[config.mk]
export PLATFORM = sky130hd
export DESIGN_NAME = uart_frame_packer
export DESIGN_NICKNAME = d
export VERILOG_FILES = /design/src/rtl/uart_pkg.sv /design/src/rtl/sync_edge.sv /design/src/rtl/uart_frame_packer.sv
export SDC_FILE = /design/constraint.sdc
export NUM_CORES = 1
export LEC_CHECK = 0
export ABC_AREA = 1
export CORE_MARGIN = 3
export CORE_UTILIZATION = 45
export CTS_BUF_LIST = sky130_fd_sc_hd__clkbuf_16
export DETAILED_ROUTE_END_ITERATION = 6
export PLACE_DENSITY = 0.71
export SLEW_MARGIN = 10
export SYNTH_ARGS = -nofsm -noshare
export SYNTH_HDL_FRONTEND = slang
export SYNTH_SLANG_ARGS = --single-unit
[constraint.sdc]
create_clock -name CLK100MHZ -period 3.1 [get_ports CLK100MHZ]
set_clock_uncertainty 0.15 [all_clocks]
set_input_delay 0.62 -clock CLK100MHZ [delete_from_list [all_inputs] [get_ports CLK100MHZ]]
set_output_delay 0.62 -clock CLK100MHZ [all_outputs]
set_load 0.05 [all_outputs]
[src/rtl/uart_pkg.sv]
// Shared types and constants for the UART snapshot frame packer.
// Used by uart_frame_packer and its reference models.
package uart_pkg;

  typedef enum logic [2:0] {
    IDLE = 3'd0,
    HDR  = 3'd1,
    SEQ  = 3'd2,
    PAY  = 3'd3,
    CSUM = 3'd4
  } state_e;

  localparam logic [7:0] HEADER_BYTE_DEF = 8'hA5;

  // XOR of the lowest n bytes of vec (n <= 16).
  function automatic logic [7:0] xor_reduce_bytes(input logic [127:0] vec,
                                                  input int unsigned  n);
    logic [7:0] acc;
    acc = 8'h00;
    for (int unsigned i = 0; i < 16; i++) begin
      if (i < n) acc = acc ^ vec[i*8 +: 8];
    end
    return acc;
  endfunction

endpackage

[src/rtl/sync_edge.sv]
// Two-flop synchronizer for an asynchronous level, followed by a
// registered rising-edge pulse (one clock wide).
module sync_edge (
  input  logic clk,
  input  logic rst_n,
  input  logic async_in,
  output logic rise
);

  logic s1_q, s2_q, s3_q, rise_q;
  logic s1_d, s2_d, s3_d, rise_d;

  always_comb begin
    s1_d   = async_in;
    s2_d   = s1_q;
    s3_d   = s2_q;
    rise_d = s2_q & ~s3_q;
  end

  always_ff @(posedge clk or negedge rst_n) begin
    if (!rst_n) begin
      s1_q   <= 1'b0;
      s2_q   <= 1'b0;
      s3_q   <= 1'b0;
      rise_q <= 1'b0;
    end else begin
      s1_q   <= s1_d;
      s2_q   <= s2_d;
      s3_q   <= s3_d;
      rise_q <= rise_d;
    end
  end

  assign rise = rise_q;

endmodule

[src/rtl/uart_frame_packer.sv]
// Captures the debug snapshot on each slow-clock rising edge and streams it as
// header / payload / XOR checksum bytes. Define FRAME_SEQ_EN for a sequence byte.
//
// state | meaning
// IDLE  | waiting for an enabled trigger edge
// HDR   | presenting HEADER_BYTE
// SEQ   | presenting the frame sequence number (FRAME_SEQ_EN only)
// PAY   | presenting shadow byte idx, MSB byte first
// CSUM  | presenting XOR of all payload (and sequence) bytes
module uart_frame_packer
  import uart_pkg::*;
#(
  parameter int         PAYLOAD_BYTES = 12,
  parameter logic [7:0] HEADER_BYTE   = HEADER_BYTE_DEF,
  parameter int         DROP_W        = 8
) (
  input  logic                       CLK100MHZ,
  input  logic                       rst_n,
  input  logic                       en,
  input  logic                       trig,
  input  logic [PAYLOAD_BYTES*8-1:0] snap_data,
  output logic [7:0]                 tx_data,
  output logic                       tx_valid,
  input  logic                       tx_ready,
  output logic                       busy,
  output logic [DROP_W-1:0]          dropped
);

  localparam int IDX_W = (PAYLOAD_BYTES > 1) ? $clog2(PAYLOAD_BYTES) : 1;
  localparam logic [IDX_W-1:0] IDX_LAST = IDX_W'(PAYLOAD_BYTES - 1);

  state_e                     state_q, state_d;
  logic [7:0]                 tx_data_q, tx_data_d;
  logic                       tx_valid_q, tx_valid_d;
  logic [IDX_W-1:0]           idx_q, idx_d;
  logic [7:0]                 csum_q, csum_d;
  logic [PAYLOAD_BYTES*8-1:0] shadow_q, shadow_d;
  logic [DROP_W-1:0]          dropped_q, dropped_d;
`ifdef FRAME_SEQ_EN
  logic [7:0]                 seq_q, seq_d;
`endif

  logic             trig_rise;
  logic             xfer;
  logic [IDX_W-1:0] idx_dec;

  sync_edge u_sync_edge (
    .clk      (CLK100MHZ),
    .rst_n    (rst_n),
    .async_in (trig),
    .rise     (trig_rise)
  );

  assign xfer    = tx_valid_q & tx_ready;
  assign idx_dec = idx_q - 1'b1;

  always_comb begin
    state_d    = state_q;
    tx_data_d  = tx_data_q;
    tx_valid_d = tx_valid_q;
    idx_d      = idx_q;
    csum_d     = csum_q;
    shadow_d   = shadow_q;
    dropped_d  = dropped_q;
`ifdef FRAME_SEQ_EN
    seq_d      = seq_q;
`endif

    case (state_q)
      IDLE: begin
        if (trig_rise && en) begin
          state_d    = HDR;
          shadow_d   = snap_data;
          csum_d     = 8'h00;
          tx_valid_d = 1'b1;
          tx_data_d  = HEADER_BYTE;
        end
      end
      HDR: begin
        if (xfer) begin
`ifdef FRAME_SEQ_EN
          state_d   = SEQ;
          tx_data_d = seq_q;
`else
          state_d   = PAY;
          idx_d     = IDX_LAST;
          tx_data_d = shadow_q[{IDX_LAST, 3'b000} +: 8];
`endif
        end
      end
`ifdef FRAME_SEQ_EN
      SEQ: begin
        if (xfer) begin
          state_d   = PAY;
          csum_d    = csum_q ^ tx_data_q;
          idx_d     = IDX_LAST;
          tx_data_d = shadow_q[{IDX_LAST, 3'b000} +: 8];
        end
      end
`endif
      PAY: begin
        if (xfer) begin
          csum_d = csum_q ^ tx_data_q;
          if (idx_q == '0) begin
            state_d   = CSUM;
            tx_data_d = csum_q ^ tx_data_q;
          end else begin
            idx_d     = idx_dec;
            tx_data_d = shadow_q[{idx_dec, 3'b000} +: 8];
          end
        end
      end
      CSUM: begin
        if (xfer) begin
          state_d    = IDLE;
          tx_valid_d = 1'b0;
          tx_data_d  = 8'h00;
`ifdef FRAME_SEQ_EN
          seq_d      = seq_q + 8'd1;
`endif
        end
      end
      default: begin
        state_d    = IDLE;
        tx_valid_d = 1'b0;
        tx_data_d  = 8'h00;
      end
    endcase

    // Any enabled edge outside IDLE is lost, including one coinciding with the CSUM transfer.
    if (trig_rise && en && (state_q != IDLE) && (dropped_q != '1)) begin
      dropped_d = dropped_q + 1'b1;
    end
  end

  always_ff @(posedge CLK100MHZ or negedge rst_n) begin
    if (!rst_n) begin
      state_q    <= IDLE;
      tx_data_q  <= 8'h00;
      tx_valid_q <= 1'b0;
      idx_q      <= '0;
      csum_q     <= 8'h00;
      shadow_q   <= '0;
      dropped_q  <= '0;
`ifdef FRAME_SEQ_EN
      seq_q      <= 8'h00;
`endif
    end else begin
      state_q    <= state_d;
      tx_data_q  <= tx_data_d;
      tx_valid_q <= tx_valid_d;
      idx_q      <= idx_d;
      csum_q     <= csum_d;
      shadow_q   <= shadow_d;
      dropped_q  <= dropped_d;
`ifdef FRAME_SEQ_EN
      seq_q      <= seq_d;
`endif
    end
  end

  assign tx_data  = tx_data_q;
  assign tx_valid = tx_valid_q;
  assign busy     = (state_q != IDLE);
  assign dropped  = dropped_q;

endmodule
After elaboration in Yosys (flattened, before gate mapping)
Cells that the tools add are included.
{"block": "word_totals", "ff_bits": 132, "in_bits": 101, "out_inout_bits": 18}
{"block": "op_classes", "addsub": 2, "eq_ne": 10, "shifts": 1, "muxes": 22, "bitwise": 5, "reduce_logical": 15}
{"operator": "indexed part select 96 x 8 -> 8 bit", "n": 1}
{"operator": "2-to-1 mux 8 bit", "n": 7}
{"operator": "one-hot mux 8 bit (4 select lines)", "n": 1}
{"operator": "one-hot mux 8 bit (2 select lines)", "n": 1}
{"operator": "2-to-1 mux 3 bit", "n": 5}
{"operator": "2-to-1 mux 4 bit", "n": 3}
{"operator": "inequality test 2 bit (second input constant)", "n": 6}
{"operator": "one-hot mux 3 bit (4 select lines)", "n": 1}
{"operator": "adder 8 x 1 -> 8 bit (second input constant)", "n": 1}
{"operator": "inequality test 8 bit (second input constant)", "n": 1}
{"operator": "one-hot mux 4 bit (2 select lines)", "n": 1}
{"operator": "AND reduction 4 bit", "n": 2}
{"operator": "bitwise XOR 8 bit", "n": 1}
{"operator": "AND reduction 3 bit", "n": 2}
{"operator": "AND reduction 5 bit", "n": 1}
{"operator": "logical NOT 4 bit", "n": 1}
{"operator": "nonzero test 2 bit", "n": 2}
{"operator": "subtractor 4 x 1 -> 4 bit (second input constant)", "n": 1}
{"operator": "== test 3 x 1 -> 1 bit (second input constant)", "n": 1}
{"operator": "== test 3 x 2 -> 1 bit (second input constant)", "n": 1}
{"operator": "== test 3 bit (second input constant)", "n": 1}
{"operator": "logical AND 1 bit", "n": 3}
{"operator": "logical NOT 3 bit", "n": 1}
{"operator": "one-hot mux 1 bit (3 select lines)", "n": 1}
{"operator": "other kinds (6)", "n": 9}

Logic depth before layout (Yosys ltp)
Gate-level depths: netlist of run 1.
{"block": "logic_depth", "word_depth": 5, "depth_mapped": 14, "ltp_nobuf": 12}

Hierarchy
From an unflattened synthesis of run 1, not the netlist that was laid out.
{"block": "unflattened", "hier_cells": 855, "area_unflattened_um2": 6617.6}
{"module": "uart_frame_packer", "instances": 1, "cells_per_inst": 849, "area_per_inst_um2": 6507.5, "seq_area_each_um2": 3203.1}
{"module": "sync_edge", "instances": 1, "cells_per_inst": 6, "area_per_inst_um2": 110.1, "seq_area_each_um2": 100.1}

Least setup slack after synthesis of run 1
No wires, ideal clock.
{"block": "synth_path", "kind": "register -> register", "from": "register idx_q[0]", "to": "register tx_data_q[3] (netlist: tx_data[3])", "setup_ps": 118, "t_arrival_ps": 1925, "t_required_ps": 2832, "setup_slack_ps": 907, "path_stages_with_launch": 14, "synth_period_minus_slack_ps": 2193, "path_cell_list": "dfrtp_1 inv_2 clkbuf_1 ha_1 buf_2 inv_1 buf_2 nand3_1 nand3_1 nand3_1 nand3_1 nand2_1 nand2_1 nand2_1"}
{"block": "synth_between", "elab_chain_len": 5, "elab_cells_between_ends": 6, "classes_between": "add/sub: 1; shift: 1; mux: 3; reduce/logical: 1"}
{"element": "from (decl)", "line_no": "uart_frame_packer.sv:35", "text": "logic [IDX_W-1:0] idx_q, idx_d;"}
{"element": "from (signal assigned)", "line_no": "uart_frame_packer.sv:152", "text": "idx_q <= idx_d;"}
{"element": "subtractor 4 x 1 -> 4 bit", "line_no": "uart_frame_packer.sv:55", "text": "assign idx_dec = idx_q - 1'b1;"}
{"element": "indexed part select 96 x 8 -> 8 bit", "line_no": "uart_frame_packer.sv:109", "text": "tx_data_d = shadow_q[{idx_dec, 3'b000} +: 8];"}
{"element": "2-to-1 mux 8 bit *", "line_no": "uart_frame_packer.sv:104", "text": "if (idx_q == '0) begin"}
{"element": "2-to-1 mux 8 bit *", "line_no": "uart_frame_packer.sv:102", "text": "if (xfer) begin"}
{"element": "one-hot mux 8 bit (4 select lines) *", "line_no": "uart_frame_packer.sv:69", "text": "case (state_q)"}
{"element": "to (signal assigned)", "line_no": "uart_frame_packer.sv:150", "text": "tx_data_q <= tx_data_d;"}
{"element": "to (decl)", "line_no": "uart_frame_packer.sv:33", "text": "logic [7:0] tx_data_q, tx_data_d;"}
Mark *: on every way between the ends. The rest lies on a longest branch, timed or not. The select of a mux whose other input is x is not followed.
A chain may end at the register's enable or synchronous reset.

Worst setup path after layout of run 1
{"block": "layout_path", "from": "register dropped_q[7] (netlist: dropped[7])", "to": "output port dropped[7]"}
{"element": "from (decl)", "line_no": "uart_frame_packer.sv:38", "text": "logic [DROP_W-1:0] dropped_q, dropped_d;"}
{"element": "from (signal assigned)", "line_no": "uart_frame_packer.sv:155", "text": "dropped_q <= dropped_d;"}
{"element": "to (decl)", "line_no": "uart_frame_packer.sv:26", "text": "output logic [DROP_W-1:0] dropped"}
No word-level cell between the ends.

==> results of run 1 <==
-- stage by stage --
step                hold slack [ns]  utilization  worst slack [ns]
finish                      0.06390       0.6017            0.6688
floorplan                    0.1744            -            0.9070
global placement             0.1823       0.5547            0.5026
detailed placement           0.1870       0.5547            0.4463
global route                 0.1069       0.6017            0.5493
CTS                         0.08119       0.6017            0.6514
-- metal layers --
layer / wire (um) / vias to the layer above / global-route usage
met5: 0 / - / 0
met4: 213 / 0 / 0.06498
met3: 1012 / 21 / 0.05305
met2: 7936 / 176 / 0.3453
met1: 7655 / 2711 / 0.2947
li1: - / 2911 / -
-- flip-flops by register name, summed over array words and instances, names as in the netlist --
register,cells
tx_valid,1
tx_data,8
u_sync_edge.s2_q,1
u_sync_edge.s1_q,1
u_sync_edge.rise,1
u_sync_edge.s3_q,1
dropped,8
csum_q,8
idx_q,4
shadow_q,96
state_q,3
-- Yosys cell counts, drive strengths merged --
cell type | count | area [um^2]
nand2 | 317 | 1200
nand3 | 152 | 765.7
dfrtp | 132 | 3303
inv | 71 | 266.5
nor2 | 53 | 206.5
a21oi | 39 | 251.5
buf | 31 | 197.7
o21ai | 20 | 107.6
clkbuf | 15 | 56.30
xor2 | 11 | 96.34
xnor2 | 4 | 35.03
ha | 3 | 37.54
nand4 | 3 | 18.77
a22oi | 2 | 15.01
a31oi | 1 | 6.260
-- power by group through the flow --
stage                      logic, W  registers [W]  clock network (W)
after floorplan           0.0000473        0.00191                  0
after global placement     0.000383        0.00181                  0
after detailed placement   0.000384        0.00181                  0
after CTS                  0.000386        0.00178            0.00228
after global routing       0.000407        0.00179            0.00237
final                      0.000381        0.00179            0.00226
-- area by class of cell --
type,instances,share of cell area
Inverter,71,0.03142
Clock inverter,15,0.02803
Multi-Input combinational cell,605,0.3236
Sequential cell,132,0.3894
Clock buffer,17,0.05015
Timing Repair Buffer,130,0.1508
Tap cell,180,0.02655
-- final timing paths --
check | startpoint | to | depth (start not counted)
max | dropped[7]$_DFFE_PN0P_ | dropped[7] | 1
min | rst_n | csum_q[0]$_DFFE_PN0P_ | 1
max reg2reg | idx_q[1]$_DFFE_PN0P_ | tx_data[2]$_DFFE_PN0P_ | 12
min reg2reg | u_sync_edge.s1_q$_DFF_PN0_ | u_sync_edge.s2_q$_DFF_PN0_ | 0
max in group asynchronous | rst_n | shadow_q[53]$_DFFE_PN0P_ | 2
min in group CLK100MHZ | u_sync_edge.s1_q$_DFF_PN0_ | u_sync_edge.s2_q$_DFF_PN0_ | 0
-- cells by family after synthesis --
family | Yosys count
adders and majority gates | 3
xor gates and xnor gates | 15
AOI/OAI and AO/OA | 62
buffers and inverters | 117
and+or+nand+nor | 525
DFF | 132
-- layout by cell type, fill, tap and decap left out, types with 4 or more instances in the layout --
| cell | netlist | routed |
|---|---|---|
| a21oi_2 | 15 | 15 |
| a21oi_1 | 24 | 24 |
| nor2_1 | 52 | 52 |
| xnor2_1 | 4 | 4 |
| nand2_1 | 313 | 313 |
| o21ai_0 | 16 | 16 |
| clkbuf_16 | 0 | 17 |
| inv_2 | 8 | 8 |
| xor2_1 | 11 | 11 |
| buf_4 | 10 | 13 |
| clkdlybuf4s50_1 | 0 | 116 |
| bufinv_16 | 0 | 6 |
| dfrtp_1 | 132 | 132 |
| nand3_1 | 151 | 151 |
| inv_1 | 63 | 64 |
==> flow_summary.json, run 1 <==
{
  "yosysSeqAreaShare": 0.5032,
  "pwr-share-seq": 0.404,
  "min_path_type": "in -> async",
  "firstDrtPassIters": 6,
  "drv_cap": 0,
  "max_stage_delay_ns": 0.83,
  "p_switching_w": 0.0009862,
  "multiInputGateArea_um2": 2745,
  "dieHeight_um": 126.8,
  "power_frac_clock": 0.510,
  "synth-compound-area-share": 0.05795,
  "crit_path_top_delay_cell": "clkdlybuf4s50_1",
  "syn_area_um2": 6564,
  "holdBufCountCts": 0,
  "syn_avg_cell_area_um2": 7.686,
  "sw_frac_of_total": 0.2230,
  "clkLatencyLatePin_ns": 0.43,
  "grt_remaining_overflow": 0,
  "dieArea_um2": 16070,
  "syn_nets": 958,
  "maxSlewHeadroom": 0.5120,
  "drive_above_1_share": 0.07629,
  "h-tree-depth": 4,
  "path_clk_slew_ns": 0.06,
  "final_nets": 1061,
  "stdcell_count": 1150,
  "synth_warnings": 0,
  "ir_worst_vdd_v": 0.0004125,
  "seq_area_um2": 3303,
  "synth-xor-area-share": 0.02002,
  "grt_pass1_vias": 5579,
  "status": "complete, no violations",
  "synthCells": 854,
  "power_density_nw_per_um2": 521.4,
  "ys_ff_latch": 132,
  "path_cells": "clkdlybuf4s50_1",
  "rsz0062_at_grt": "no",
  "vias_per_cell": 5.060,
  "drc": 0,
  "diodes": 0,
  "synth.distinct_cells": 25,
  "r2r_slack_ns": 0.74,
  "crit_type": "reg -> out",
  "dpl.hpwl_um": 11000,
  "finalCritPeriodShare": 0.7843,
  "fill_cells": 1308,
  "die_x_um": 126.8,
  "cts.sinks": 132,
  "cts_root_buffer": "clkbuf_16",
  "max_slew.worst_pin.slew_ns": 0.7321,
  "critical_path.max_fanout": 4,
  "intPower_w": 0.003436,
  "cts_resized": 0,
  "start_util": 0.4656,
  "syn_to_final_growth_pct": 29.22,
  "gp_congestion": 0.8465,
  "core-area_um2": 14100,
  "ios": 119,
  "synth.area.mux_share": 0,
  "antenna_found_initial": 0,
  "cts_tree": "yes",
  "critPathLaunchType": "register",
  "grt_max_degree": 69,
  "synth_top_family_by_area": "simple AND/OR/NAND/NOR gates",
  "setup_violations": 0,
  "leakage_nw": 4.239,
  "post_cts_buffers": 0,
  "clk_path_buf_depth": 2,
  "fmax_mhz": 411.3,
  "drv_slew": 0,
  "final_antenna_net_count": 0,
  "vias": 5819,
  "combPwrFrac": 0.086,
  "critical-path-top-delay-family": "buffers and inverters",
  "routedWlPerCell_um": 14.62,
  "grt_pass1_wl_um": 27670,
  "min_period_ns": 2.431,
  "dp.cells": 1118,
  "cts_buffers": 17,
  "finalSetupTns_ns": 0,
  "cp-end-kind": "output port",
  "grt_usage": 0.2166,
  "dr.first_iter.drc_count": 585,
  "cp.required_ns": 2.33,
  "synthAdderAreaFrac": 0.005719,
  "place_area_um2": 7819,
  "wirelength_um": 16820,
  "yosys.area_share.simple": 0.3338,
  "row_count": 43,
  "cp.buffers_inverters": 1,
  "io_buffers": 118,
  "design_area_um2": 8482,
  "power.total_w": 0.004422,
  "finalHoldViolCount": 0,
  "critPathArrivalTime_ns": 1.66
}
No activity file was read; power rests on OpenSTA's default activity.
==> run 2: changes to the inputs <==
--- a/config.mk
+++ b/config.mk
@@ -10,7 +10,7 @@
 export CORE_UTILIZATION = 45
 export CTS_BUF_LIST = sky130_fd_sc_hd__clkbuf_16
 export DETAILED_ROUTE_END_ITERATION = 6
-export PLACE_DENSITY = 0.71
+export PLACE_DENSITY = 0.74
 export SLEW_MARGIN = 10
 export SYNTH_ARGS = -nofsm -noshare
 export SYNTH_HDL_FRONTEND = slang
==> constraint.sdc (replaced) <==
create_clock -name CLK100MHZ -period 2.1 [get_ports CLK100MHZ]
set_clock_uncertainty 0.15 [all_clocks]
set_input_delay 0.42 -clock CLK100MHZ [delete_from_list [all_inputs] [get_ports CLK100MHZ]]
set_output_delay 0.42 -clock CLK100MHZ [all_outputs]
set_load 0.05 [all_outputs]
==> flow_summary.json, run 2 (synthesis gave the netlist of run 1 again) <==
{
  "status": "complete, no violations",
  "drv_slew": 0,
  "ir_worst_vdd_v": 0.0005549,
  "intPower_w": 0.004919,
  "power_density_nw_per_um2": 724.4,
  "antenna_found_initial": 0,
  "cts.sinks": 132,
  "die_x_um": 126.8,
  "critPathArrivalTime_ns": 1.44,
  "crit_cells": 6,
  "maxSlewHeadroom": 0.6408,
  "dieHeight_um": 126.8,
  "max_slew.worst_pin.slew_ns": 0.5388,
  "fmax_mhz": 498.6,
  "ios": 119,
  "holdWs_ns": 0.1964,
  "mostFrequentLayoutCells": "nand2_1, nand3_1, dfrtp_1",
  "crit_type": "reg -> out",
  "io_buffers": 118,
  "layout_commonest_cell": "nand2_1",
  "dr.first_iter.drc_count": 379,
  "grt_usage": 0.2292,
  "cts_tree": "yes",
  "rsz0062_at_grt": "no",
  "largest_reg_flops": 96,
  "grt_pass1_vias": 5921,
  "combPwrFrac": 0.088,
  "vias_per_cell": 5.035,
  "cp.buffers_inverters": 4,
  "sw_frac_of_total": 0.2222,
  "path_clk_slew_ns": 0.06,
  "grt_remaining_overflow": 0,
  "clkLatencyLatePin_ns": 0.42,
  "firstDrtPassIters": 5,
  "cp.required_ns": 1.53,
  "diodes": 0,
  "grt_pass1_wl_um": 29310,
  "routedWlPerCell_um": 14.97,
  "drive_above_1_share": 0.1073,
  "pwr-share-seq": 0.417,
  "crit_path_top_delay_cell": "dfrtp_1",
  "cts_root_buffer": "clkbuf_16",
  "grt_max_degree": 66,
  "start_util": 0.4656,
  "vias": 5881,
  "gp_congestion": 0.8605,
  "min_path_type": "reg -> reg",
  "dieArea_um2": 16070,
  "critical_path.max_fanout": 3,
  "cts_buffers": 17,
  "final_antenna_net_count": 0,
  "syn_to_final_growth_pct": 33.02,
  "final_nets": 1080,
  "regMostFlops": "shadow_q",
  "leakage_nw": 4.410,
  "hold_depth": 0,
  "clk_path_buf_depth": 2,
  "finalSetupTns_ns": 0,
  "setup_violations": 0,
  "path_cells": "inv_2 > nand2_2 > nor2_4 > buf_12 > inv_1 > buf_4",
  "p_switching_w": 0.001405,
  "row_count": 43,
  "finalHoldViolCount": 0,
  "dpl.hpwl_um": 11320,
  "cp-end-kind": "output port",
  "critical-path-top-delay-family": "buffers and inverters",
  "critPathLaunchType": "register",
  "wirelength_um": 17480,
  "worst_r2r_path_depth": 10,
  "core-area_um2": 14100,
  "drc": 0,
  "power_frac_clock": 0.495,
  "min_period_ns": 2.006,
  "drv_cap": 0,
  "max_stage_delay_ns": 0.39,
  "h-tree-depth": 4,
  "power.total_w": 0.006325,
  "finalCritPeriodShare": 0.9551
}
==> run 2: cell count changes in the layout (fill, tap and decap cells not counted), sizes merged <==
cell | before | now
buf | 14 | 47
bufinv | 6 | 5
clkinv | 6 | 7
dlygate4sd3 | 0 | 1
bufbuf | 0 | 2
clkdlybuf4s50 | 116 | 99
clkinvlp | 2 | 1
==> run 2: layout make-up <==
type	count	area, um^2
Sequential cell	132	3303
Clock inverter	14	192.7
Clock buffer	17	425.4
Multi-Input combinational cell	605	2758
Fill cell	1235	5365
Inverter	71	266.5
Timing Repair Buffer	149	1560
Tap cell	180	225.2
==> run 2: repair_timing <==
item	4_1_cts	5_1_grt
setup endpoints to repair	1	4
hold buffers	1	0
gates resized for setup	0	3
pin swaps	1	0
endpoints found under the hold margin	29	0
setup buffers	2	1
gates cloned	2	0
==> run 2: path summary, 6_finish.rpt <==
| kind | slack [ns] | from | to |
|---|---|---|---|
| max | 0.09 | state_q[2]$_DFFE_PN0P_ | busy |
| min | 0.20 | u_sync_edge.s1_q$_DFF_PN0_ | u_sync_edge.s2_q$_DFF_PN0_ |
| max reg2reg | 0.18 | idx_q[0]$_DFFE_PN0P_ | tx_data[2]$_DFFE_PN0P_ |
| min reg2reg | 0.20 | u_sync_edge.s1_q$_DFF_PN0_ | u_sync_edge.s2_q$_DFF_PN0_ |
| max in group asynchronous | 0.86 | rst_n | shadow_q[18]$_DFFE_PN0P_ |
| min in group asynchronous | 0.35 | rst_n | tx_data[4]$_DFFE_PN0P_ |
==> run 2: through the flow <==
stage,worst slack (ns),instance area [um^2],util,cells
floorplan,0.03722,6565,-,854
global placement,0.06688,7999,0.5675,1131
detailed placement,0.02892,7999,0.5675,1131
CTS,0.07046,8707,0.6177,1167
global route,0.009108,8731,0.6194,1168
finish,0.09433,8731,0.6194,1168
==> run 2: layer usage <==
metal  track usage  vias up  share of wire
li1              -     2956              -
met1        0.3093     2730           0.45
met2        0.3596      159           0.47
met3       0.05811       36          0.056
met4       0.08328        0          0.025
met5             0        -              0
==> run 2: power by group through the flow <==
stage	Combinational (W)	Sequential, W	Clock, W
5_1_grt	0.000601	0.00264	0.00330
2_1_floorplan	0.0000699	0.00282	0
6_report	0.000555	0.00264	0.00313
3_3_place_gp	0.000556	0.00268	0
3_5_place_dp	0.000557	0.00268	0
4_1_cts	0.000561	0.00264	0.00317
==> run 3: changes to the inputs <==
--- a/config.mk
+++ b/config.mk
@@ -11,6 +11,7 @@
 export CTS_BUF_LIST = sky130_fd_sc_hd__clkbuf_16
 export DETAILED_ROUTE_END_ITERATION = 6
 export PLACE_DENSITY = 0.74
+export SETUP_SLACK_MARGIN = 0.3
 export SLEW_MARGIN = 10
 export SYNTH_ARGS = -nofsm -noshare
 export SYNTH_HDL_FRONTEND = slang
==> flow_summary.json, run 3 (synthesis gave the netlist of run 1 again) <==
{
  "core-area_um2": 14100,
  "critPathArrivalTime_ns": 2.14,
  "grt_pass1_vias": 6109,
  "pre_cts_ws_ns": 0.01714,
  "row_count": 43,
  "leakage_nw": 4.969,
  "clk_path_buf_depth": 2,
  "critical_path.max_fanout": 7,
  "diodes": 0,
  "fmax_mhz": 503.2,
  "fill_cells": 884,
  "cts_tree": "yes",
  "clkLatencyLatePin_ns": 0.43,
  "layout_commonest_cell": "nand2_1",
  "finalSetupTns_ns": 0,
  "grt_pass1_wl_um": 30740,
  "finalCritPeriodShare": 0.9464,
  "dieArea_um2": 16070,
  "antenna_found_initial": 0,
  "largest_reg_flops": 96,
  "drc": 0,
  "ir_worst_vdd_v": 0.0005549,
  "firstDrtPassIters": 6,
  "min_period_ns": 1.987,
  "grt_max_degree": 88,
  "grt_usage": 0.2408,
  "critPathLaunchType": "register",
  "max_slew.worst_pin.slew_ns": 0.5741,
  "cts_buffers": 17,
  "maxSlewHeadroom": 0.6173,
  "regMostFlops": "shadow_q",
  "cp-end-kind": "register",
  "stdcell_count": 1221,
  "vias": 6891,
  "dieHeight_um": 126.8,
  "cts_root_buffer": "clkbuf_16",
  "start_util": 0.4656,
  "dr.first_iter.drc_count": 847,
  "min_path_type": "reg -> reg",
  "final_antenna_net_count": 0,
  "setup_ws_ns": 0.1126,
  "drv_cap": 0,
  "dp.cells": 1130,
  "finalHoldViolCount": 0,
  "vias_per_cell": 5.644,
  "status": "complete, no violations",
  "drv_slew": 0,
  "syn_to_final_growth_pct": 61.04,
  "routedWlPerCell_um": 20.21,
  "cp.required_ns": 2.25,
  "ios": 119,
  "grt_remaining_overflow": 0,
  "crit_type": "reg -> reg",
  "mostFrequentLayoutCells": "nand2_1, dfrtp_1, clkdlybuf4s50_1",
  "gp_congestion": 0.8708,
  "h-tree-depth": 4,
  "final_nets": 1132,
  "die_x_um": 126.8,
  "rsz0062_at_grt": "yes",
  "cts.sinks": 132,
  "wirelength_um": 24680,
  "power_density_nw_per_um2": 578.7,
  "path_clk_slew_ns": 0.06,
  "io_buffers": 118,
  "setup_violations": 0,
  "dpl.hpwl_um": 11480,
  "drive_above_1_share": 0.3381
}
==> run 3: changes by cell type in the layout (fill, tap and decap cells not counted), moves of 10 or more <==
cell / before / now
buf_6: 1 / 11
clkbuf_16: 17 / 31
nand2_1: 313 / 247
nand2_2: 3 / 50
nand2_4: 1 / 20
nand3_1: 151 / 68
nand3_2: 1 / 73
nand3_4: 0 / 11
nor2_1: 52 / 27
nor2_2: 0 / 13
nor2_4: 1 / 13
==> run 3: cell type report <==
cell class	instances	area, um^2	area share
inverters	71	286.5	0.02711
well taps	180	225.2	0.02131
flip-flops and latches	132	3307	0.3129
repair inverters	1	11.26	0.001065
repair buffers	196	2402	0.2273
clock buffers	17	425.4	0.04025
clock inverters	15	141.4	0.01338
multi-input cells	609	3771	0.3568
==> run 3: worst paths after layout <==
kind / start / endpoint / slack, ns / cells after the start
worst min register to register: u_sync_edge.s1_q$_DFF_PN0_ / u_sync_edge.s2_q$_DFF_PN0_ / 0.21 / 0
worst max-delay path: state_q[1]$_DFFE_PN0P_ / state_q[1]$_DFFE_PN0P_ / 0.11 / 11
worst min-delay path: u_sync_edge.s1_q$_DFF_PN0_ / u_sync_edge.s2_q$_DFF_PN0_ / 0.21 / 0
min in group asynchronous: rst_n / state_q[0]$_DFFE_PN0P_ / 0.41 / 3
max in group asynchronous: rst_n / dropped[1]$_DFFE_PN0P_ / 0.87 / 3
worst max register to register: state_q[1]$_DFFE_PN0P_ / state_q[1]$_DFFE_PN0P_ / 0.11 / 11
==> run 3: metal layers <==
metal | global-route usage | part of all wire | routed length (um) | vias up
met2 | 0.3783 | 0.49 | 11980 | 423
met4 | 0.08328 | 0.051 | 1255 | 0
li1 | - | - | - | 3070
met1 | 0.3306 | 0.37 | 9183 | 3296
met5 | 0 | 0 | 0 | -
met3 | 0.05432 | 0.092 | 2259 | 102
==> run 3: power breakdown <==
part | internal [W] | switching [W] | leakage (nW)
clock | 0.00173 | 0.00118 | 0.273
combinational | 0.000257 | 0.000312 | 3.10
sequential | 0.00259 | 0.0000485 | 1.60
==> run 3: worst max-delay path, stage by stage, from the launching register on <==
cell and delay, ns:
dfrtp_1 0.37, inv_2 0.06, nand2_4 0.08, buf_4 0.12, inv_2 0.05, nand2_1 0.21, nand2_1 0.16, a21oi_1 0.24
buf_4 0.20, nand2_2 0.09, nand2_1 0.06, o21ai_1 0.06
==> run 3: stage by stage <==
stage                     hold WS (ns)  power, W  cell area (um^2)  utilization
final                           0.2054  0.006117             10570       0.7499
after global placement          0.1832  0.003239              8033       0.5699
after floorplan               -0.02559  0.002895              6663            -
after detailed placement        0.1997  0.003247              8033       0.5699
after CTS                       0.2097  0.006081              9200       0.6527
after global routing            0.2188  0.006300             10570       0.7499
==> run 3: repair_timing <==
item | in CTS | in global routing
hold buffers | 1 | 0
hold endpoints to repair | 132 | 0
gates resized for setup | 66 | 211
setup endpoints to repair | 25 | 122
gates cloned | 9 | 26
pin swaps | 34 | 32
buffers inserted | 13 | 10
